### src/rtl/fault_sensor_array.sv
// Multi-lane complementary shadow-register fault sensor with sticky status,
// a saturating fault counter, lockdown, and a fault-injection self-test path.
module fault_sensor_array #(
    parameter int WIDTH  = 8,
    parameter int LANES  = 4,
    parameter int CNT_W  = 8,
    parameter int THRESH = 4
) (
    input  logic                   clk,
    input  logic                   rst,
    input  logic                   load,
    input  logic [WIDTH*LANES-1:0] data,
    input  logic [LANES-1:0]       lane_en,
    input  logic [LANES-1:0]       inj_mask,
    input  logic                   status_clr,
    output logic [WIDTH*LANES-1:0] q,
    output logic                   alarm,
    output logic [LANES-1:0]       alarm_vec,
    output logic [LANES-1:0]       status,
    output logic [CNT_W-1:0]       fault_cnt,
    output logic                   lockdown,
    output logic                   selftest_ok
);

    localparam logic [CNT_W:0] THRESH_CMP = (CNT_W+1)'(THRESH);
    localparam bit             LOCK_EN    = (THRESH != 0);

    logic [WIDTH*LANES-1:0] main_reg;
    logic [WIDTH*LANES-1:0] shadow_reg;
    logic [LANES-1:0]       inj_flag;
    logic [LANES-1:0]       raw;
    logic [LANES-1:0]       qa;
    logic [LANES-1:0]       th;

    // Injected lanes deliberately store a non-complementary shadow copy.
    always_ff @(posedge clk or posedge rst) begin
        if (rst) begin
            main_reg   <= '0;
            shadow_reg <= '1;
            inj_flag   <= '0;
        end else if (load) begin
            main_reg <= data;
            inj_flag <= inj_mask;
            for (int i = 0; i < LANES; i++) begin
                shadow_reg[i*WIDTH +: WIDTH] <= inj_mask[i] ? data[i*WIDTH +: WIDTH]
                                                            : ~data[i*WIDTH +: WIDTH];
            end
        end
    end

    always_comb begin
        raw = '0;
        for (int i = 0; i < LANES; i++) begin
            raw[i] = |(~(main_reg[i*WIDTH +: WIDTH] ^ shadow_reg[i*WIDTH +: WIDTH]));
        end
    end

    assign qa = raw & lane_en & ~inj_flag;
    assign th = raw & inj_flag;
    assign q  = main_reg;

    // A new alert outranks a simultaneous status clear; counter and lockdown ignore the clear.
    always_ff @(posedge clk or posedge rst) begin
        if (rst) begin
            alarm       <= 1'b0;
            alarm_vec   <= '0;
            status      <= '0;
            fault_cnt   <= '0;
            lockdown    <= 1'b0;
            selftest_ok <= 1'b0;
        end else begin
            alarm_vec   <= qa;
            alarm       <= |qa;
            selftest_ok <= |th;
            status      <= (status & ~{LANES{status_clr}}) | qa;
            if (|qa && fault_cnt != {CNT_W{1'b1}}) begin
                fault_cnt <= fault_cnt + CNT_W'(1);
            end
            if (LOCK_EN && {1'b0, fault_cnt} >= THRESH_CMP) begin
                lockdown <= 1'b1;
            end
        end
    end

endmodule

### config.mk
export PLATFORM = sky130hd
export DESIGN_NAME = fault_sensor_array
export DESIGN_NICKNAME = d
export VERILOG_FILES = /design/src/rtl/fault_sensor_array.sv
export SDC_FILE = /design/constraint.sdc
export NUM_CORES = 1
export LEC_CHECK = 0
export BUFFER_PORTS_ARGS = -buffer_cell sky130_fd_sc_hd__buf_2
export CORE_MARGIN = 1.5
export CORE_UTILIZATION = 48
export CTS_CLUSTER_DIAMETER = 100
export CTS_CLUSTER_SIZE = 40
export DETAILED_ROUTE_END_ITERATION = 16
export PLACE_DENSITY = 0.72
export SLEW_MARGIN = 20
export SYNTH_ARGS = -nofsm -noshare
export SYNTH_HDL_FRONTEND = slang
export SYNTH_SLANG_ARGS = --single-unit
### constraint.sdc
create_clock -name clk -period 2.6 [get_ports clk]
set_clock_uncertainty 0.2 [all_clocks]
set_input_delay 0.26 -clock clk [delete_from_list [all_inputs] [get_ports clk]]
set_output_delay 0.26 -clock clk [all_outputs]
set_load 0.005 [all_outputs]
==> impl_results.md, run 1 <==
* Status: finished clean
* Syn Inst Count at just under 300
* Fill count at roughly 640
* Top fanout value on the critical path at 5
* Mean cell area of the mapped netlist at roughly 14 sq um
* Fraction of layout cells with a size suffix above 1 at a little under half
* Worst EP required at roughly 2.6 ns
* Ranking of synthesized cells by area: dfrtp_1 (34%), dfstp_2 (21%), xnor2_1 (15%)
* Worst hold path class: input pin to register
* Die Height at between 90 and 100 um
* Ys async rst share at 100%
* Max cap viols at 0
* Clk sinks at 87
* Fin crit share at approximately 95%
* Setup violators final at 0
* Design area at roughly 5300 sq um
* DR iter-0 viols at 43
* Overflow after GRT at 0
* Synthesized area at around 4100 sq um
* Layout net count at ~470
* WL final at ~7.9 mm
* Pin count of the biggest net entering global routing at 58
* Max VDD drop at roughly 370 uV
* Most used DFF post-synth: dfrtp_1
* Vias in the first global route at between 2,000 and 3,000
* GPL Wtd Cong at 0.750
* Critical path type: register to register
* # port buffers at 94
* Synth cell count leaders: xnor2_1 (69), dfrtp_1 (55), mux2_2 (45)
* Die Width at around 95 um
* Max frequency at 0.404 GHz
* Sequential area share after synthesis at between 50 and 60%
* Die area at approximately 9000 sq um
* Gr usage total at 18.5%
* Dpl cells at between 400 and 500
* First drt pass iteration count at 4
* Unique cell type count in the Yosys netlist at 30
* Layout area overhead at 30.7%
* TritonCTS clock tree: yes
* Initial antenna violation count at 0
* Vias per inst at slightly below 5
* Synth top area share at 33.9%
* Post-Layout Cell Count at approximately 540
* Skew-Pair Late Insertion Delay at 0.35 ns
* Core area at between 8000 and 9000 sq um
* CTS clk-pin slew, worst paths at 0.08 ns
* Most frequent cell after synthesis: xnor2_1
* # rows at 33
* DR vias at 2,608
* First-pass GRT wire length at 12.6 mm
* Ys Warns at 0
* Area after DPL at roughly 4700 sq um
* Final Hold Viols at 0
* Antenna viol nets, final at 0
* Register bit total from synthesis at 87
* CTS Root Cell: clkbuf_8
* RSZ-0062 raised after global routing: false
* H-tree Lvls at 3
* Crit path time final at between 2 and 2.5 ns
* Number of flops mapped to enable cells by yosys at 0
* Starting Density at between 40% and 50%
* Crit start category: register
* Final TNS setup at 0 ns
* Pins Over Slew Limit at 0
* DRC viols at 0
* Clk buf depth at 2
* Nature of the critical path endpoint: register
* Pwr Density at 704 nW/um^2
* Yosys top cell by area: dfrtp_1
* Slew margin rel. at roughly 53%
* Leakage at around 2.2 nW
* I/O pin cnt at between 90 and 100
* Post-DP HPWL at between 5 and 6 mm
* Critical Path AT at about 2.5 ns
* Synthesized net count at 340
* TritonCTS buffer count at 9
* Worst slew pin tran at approximately 0.7 ns
* Utilization after layout at 64.6%
* Drt wl/cell at between 10 and 15 um
* Antenna Cells at 0
[layer usage]
metal  up-vias  share of wire, %  track usage (%)
met2        61                49             30.4
met4         0               1.1             6.72
met1      1267                46             24.6
met3         8               3.1             2.98
li1       1272                 -                -
met5         -                 0                0
[worst paths after layout]
check | from | to | cells after the start | slack [ns]
worst max-delay path | shadow_reg[2] | fault_cnt[1] | 6 | 0.12
worst min-delay path | status_clr | status[0] | 3 | 0.05
worst max register to register | shadow_reg[2] | fault_cnt[1] | 6 | 0.12
worst min register to register | lockdown | lockdown | 2 | 0.27
max in group asynchronous | rst | shadow_reg[9] | 4 | 1.07
min in group asynchronous | rst | q[30] | 3 | 0.36
[placed cells by master, fill, tap and decap left out]
| cell | synthesis | layout |
|---|---|---|
| a21oi_1 | 4 | 2 |
| buf_12 | 0 | 3 |
| mux2_2 | 45 | 45 |
| nand2_1 | 9 | 9 |
| nand4_4 | 1 | 1 |
| nor2_1 | 1 | 1 |
| clkbuf_8 | 0 | 10 |
| nor4_2 | 4 | 4 |
| nor4_4 | 2 | 2 |
| nand2b_1 | 4 | 4 |
| inv_1 | 4 | 3 |
| ha_1 | 2 | 2 |
| dfstp_2 | 32 | 32 |
| a21o_1 | 3 | 3 |
| a21o_2 | 1 | 1 |
| dlygate4sd3_1 | 0 | 37 |
| xnor2_1 | 69 | 69 |
| mux2_4 | 1 | 1 |
| nor2b_1 | 1 | 1 |
| a21oi_2 | 1 | 3 |
| dfrtp_1 | 55 | 55 |
| buf_2 | 0 | 94 |
| nand3_1 | 6 | 6 |
| nor4_1 | 3 | 3 |
| buf_4 | 0 | 2 |
| nor3_1 | 2 | 2 |
| a22oi_1 | 2 | 2 |
| bufinv_16 | 0 | 3 |
| clkbuf_1 | 5 | 1 |
| mux2_1 | 24 | 24 |
| nand2_2 | 1 | 1 |
| clkinvlp_4 | 0 | 3 |
| a31oi_1 | 1 | 1 |
| and3_1 | 2 | 2 |
| or4_4 | 1 | 1 |
[cell families after synthesis]
logic type	count (synthesis)	synth area share (%)
XOR/XNOR	69	14.9
AO/OA/AOI/OAI	12	2.00
adder cells (fa/ha/maj)	2	0.616
AND/OR/NAND/NOR	37	6.68
buffers and inverters	17	1.76
flip-flops	87	54.6
multiplexers	70	19.5
[layout make-up]
class	count	area, sq um	share of cell area, %
flip-flops and latches	87	2220	41.7
repair buffers	136	916	17.2
inverters	4	18.8	0.353
well taps	105	131	2.47
multi-input cells	190	1780	33.5
clock inverters	5	105	1.98
clock buffers	11	141	2.66
[power by group]
group	internal (W)	switching, W
registers	0.00161	0.000186
logic	0.000465	0.000344
clock network	0.000665	0.000471
[metrics by stage]
stage / total power (W) / worst slack [ns] / hold WS [ns]
floorplan: 0.00231 / 0.221 / 0.195
global placement: 0.00256 / 0.0838 / 0.200
detailed placement: 0.00259 / 0.0593 / 0.203
CTS: 0.00378 / 0.0463 / 0.00532
global route: 0.00395 / 0.0242 / 0.0642
finish: 0.00374 / 0.123 / 0.0506
[what timing repair did]
action,CTS,global route
hold buffers,36,1
gates resized for setup,0,2
hold endpoints to repair,60,1
endpoints found under the setup margin,0,2
setup buffers,0,2
[critical path, stage by stage (launching register included)]
cell	delay, ns
dfstp_2	0.55
xnor2_1	0.08
nor4_2	0.38
a21oi_2	0.14
or4_4	0.59
nand2_2	0.10
mux2_1	0.32
No activity file was read; power rests on OpenSTA's default activity.
==> run 2, diff against run 1 <==
ABC_CLOCK_PERIOD_IN_PS = 2600   (was not set)
BUFFER_PORTS_ARGS = not set   (was -buffer_cell sky130_fd_sc_hd__buf_2)
CORE_UTILIZATION = 55   (was 48)
CTS_BUF_LIST = sky130_fd_sc_hd__clkbuf_4 sky130_fd_sc_hd__clkbuf_8   (was not set)
DONT_BUFFER_PORTS = 1   (was not set)
PLACE_DENSITY = 0.7   (was 0.72)
==> run 2 against run 1 <==
Compared with the run above:
- sequential power increased by 2%
- final cell count decreased by 12%
- fmax decreased by 0.83%
- critical endpoint unchanged
- combinational power decreased by 11%
- highest routed layer unchanged
==> impl_results.md, run 2 (synthesis results as in run 1) <==
* Status: finished clean
* Post-DP HPWL at approximately 4.7 mm
* CTS Root Cell: clkbuf_8
* Die Width at between 80 and 90 um
* Pin count of the biggest net entering global routing at 44
* Slowest-stage cell, CP: or4_4
* Crit-path max cell delay at a little over 0.6 ns
* Starting Density at roughly 56%
* Leakage at approximately 2.0 nW
* Fin crit share at 96.1%
* Core area at slightly above 7000 sq um
* Clk buf depth at 2
* Hold EP: shadow_reg[14]
* Gr usage total at 22.1%
* # port buffers at 0
* I/O pin cnt at 95
* Reg2reg start: shadow_reg[2]
* Crit start category: register
* Critical path type: register to register
* Fin worst setup slack at 0.102 ns
* DR vias at between 2,000 and 3,000
* Skew-Pair Late Insertion Delay at around 0.34 ns
* Nature of the critical path endpoint: register
* Multi-input combinational cell area at 1780 sq um
* CTS clk-pin slew, worst paths at ~0.09 ns
* Max frequency at 0.400 GHz
* Worst hold path class: input pin to register
* Pre-CTS setup slack at around 0.08 ns
* Antenna Cells at 0
* DRC viols at 0
* Utilization after layout at ~70%
* Fraction of layout cells with a size suffix above 1 at a little under a third
* First drt pass iteration count at 4
* Worst EP required at ~2.6 ns
* Clk sinks at 87
* First-pass GRT wire length at ~13 mm
* Crit-path cells: xnor2_1 -> nor4_2 -> a21oi_2 -> or4_4 -> nand2_2 -> mux2_1
* Commonest cells after routing, fill and taps aside: dlygate4sd3_1 (71), xnor2_1 (69), dfrtp_1 (55)
* GPL Wtd Cong at roughly 0.77
* TritonCTS buffer count at 9
* Hold Startpoint: inj_mask[1]
* Max cap viols at 0
* Layout net count at 416
* Layout area overhead at 26.4%
* H-tree Lvls at 3
* Worst slew pin tran at around 0.56 ns
* Hold Path Stages at 2
* Pwr Density at ~700 nW/um^2
* # rows at 31
* Max VDD drop at roughly 480 uV
* Fill count at around 530
* Overflow after GRT at 0
* Worst hold slack at 0.0218 ns
* FF-to-FF path depth at 6
* Slew margin rel. at between 60 and 70%
* Antenna viol nets, final at 0
* Initial antenna violation count at 0
* Setup violators final at 0
* Pins Over Slew Limit at 0
* Die area at 7910 sq um
* Top fanout value on the critical path at 6
* FF-to-FF End: fault_cnt[1]
* Crit path time final at between 2 and 2.5 ns
* FF+latch area at roughly 2200 sq um
* Vias per inst at 5.29
* Reg2Reg Setup Slack at 0.10 ns
* Vias in the first global route at 2,634
* WL final at 8.18 mm
* DR iter-0 viols at 63
* TritonCTS clock tree: yes
* Critical Path AT at roughly 2.5 ns
* Commonest non-fill, non-tap cell in the layout: dlygate4sd3_1
* Final Hold Viols at 0
* Drt wl/cell at between 15 and 20 um
* Die Height at just under 90 um
[run 2: final cells by class]
class	instances	area share (%)
sequential	87	43.2
multi-input combinational	190	34.7
clock inverter	5	1.12
tap	99	2.41
timing repair buffer	78	15.4
inverter	4	0.365
clock buffer	11	2.83
[run 2: repair_timing]
| item | 4_1_cts | 5_1_grt |
|---|---|---|
| endpoints found under the hold margin | 111 | 1 |
| setup endpoints to repair | 0 | 2 |
| hold buffers | 71 | 1 |
| setup buffers | 0 | 3 |
| resized for setup | 0 | 2 |
[run 2: worst max-delay path: cells and delay by family, from the launching register on]
| family | cells | cell delay (ns) |
|---|---|---|
| muxes | 1 | 0.32 |
| AOI/OAI and AO/OA | 1 | 0.13 |
| and+or+nand+nor | 3 | 1.09 |
| DFF | 1 | 0.54 |
| xor gates and xnor gates | 1 | 0.10 |
[run 2: through the flow]
step,power [W],setup TNS [ns],area (sq um),instances
5_1_grt,0.00369,-0.000885,5130,474
6_report,0.00350,0,5130,474
3_5_place_dp,0.00241,0,4170,383
2_1_floorplan,0.00231,0,4070,294
3_3_place_gp,0.00239,0,4170,383
4_1_cts,0.00352,0,5090,470
[run 2: how the worst max path moves through the flow]
stage	startpoint	slack, ns	cells after the start	end
after detailed placement	shadow_reg[29]	0.08	7	fault_cnt[1]
after global placement	shadow_reg[13]	0.12	6	fault_cnt[1]
after CTS	shadow_reg[29]	0.06	7	fault_cnt[1]
final	shadow_reg[2]	0.10	6	fault_cnt[1]
after global routing	shadow_reg[2]	-0.0009	6	fault_cnt[1]
after floorplan	shadow_reg[19]	0.22	7	fault_cnt[1]
[run 2: power by group]
group          internal [W]  total [W]  switching [W]
registers           0.00161    0.00184       0.000225
logic              0.000430   0.000718       0.000288
clock network      0.000482   0.000949       0.000467
total               0.00252    0.00350       0.000980
[run 2: routing by layer]
metal	vias to the layer above	GRT usage (%)	routed length, um	share of wire, %
met5	-	0	0	0
met4	0	7.97	106	1.3
met3	10	5.36	444	5.4
met2	68	37.5	4240	52
met1	1272	27.7	3390	41
li1	1157	-	-	-
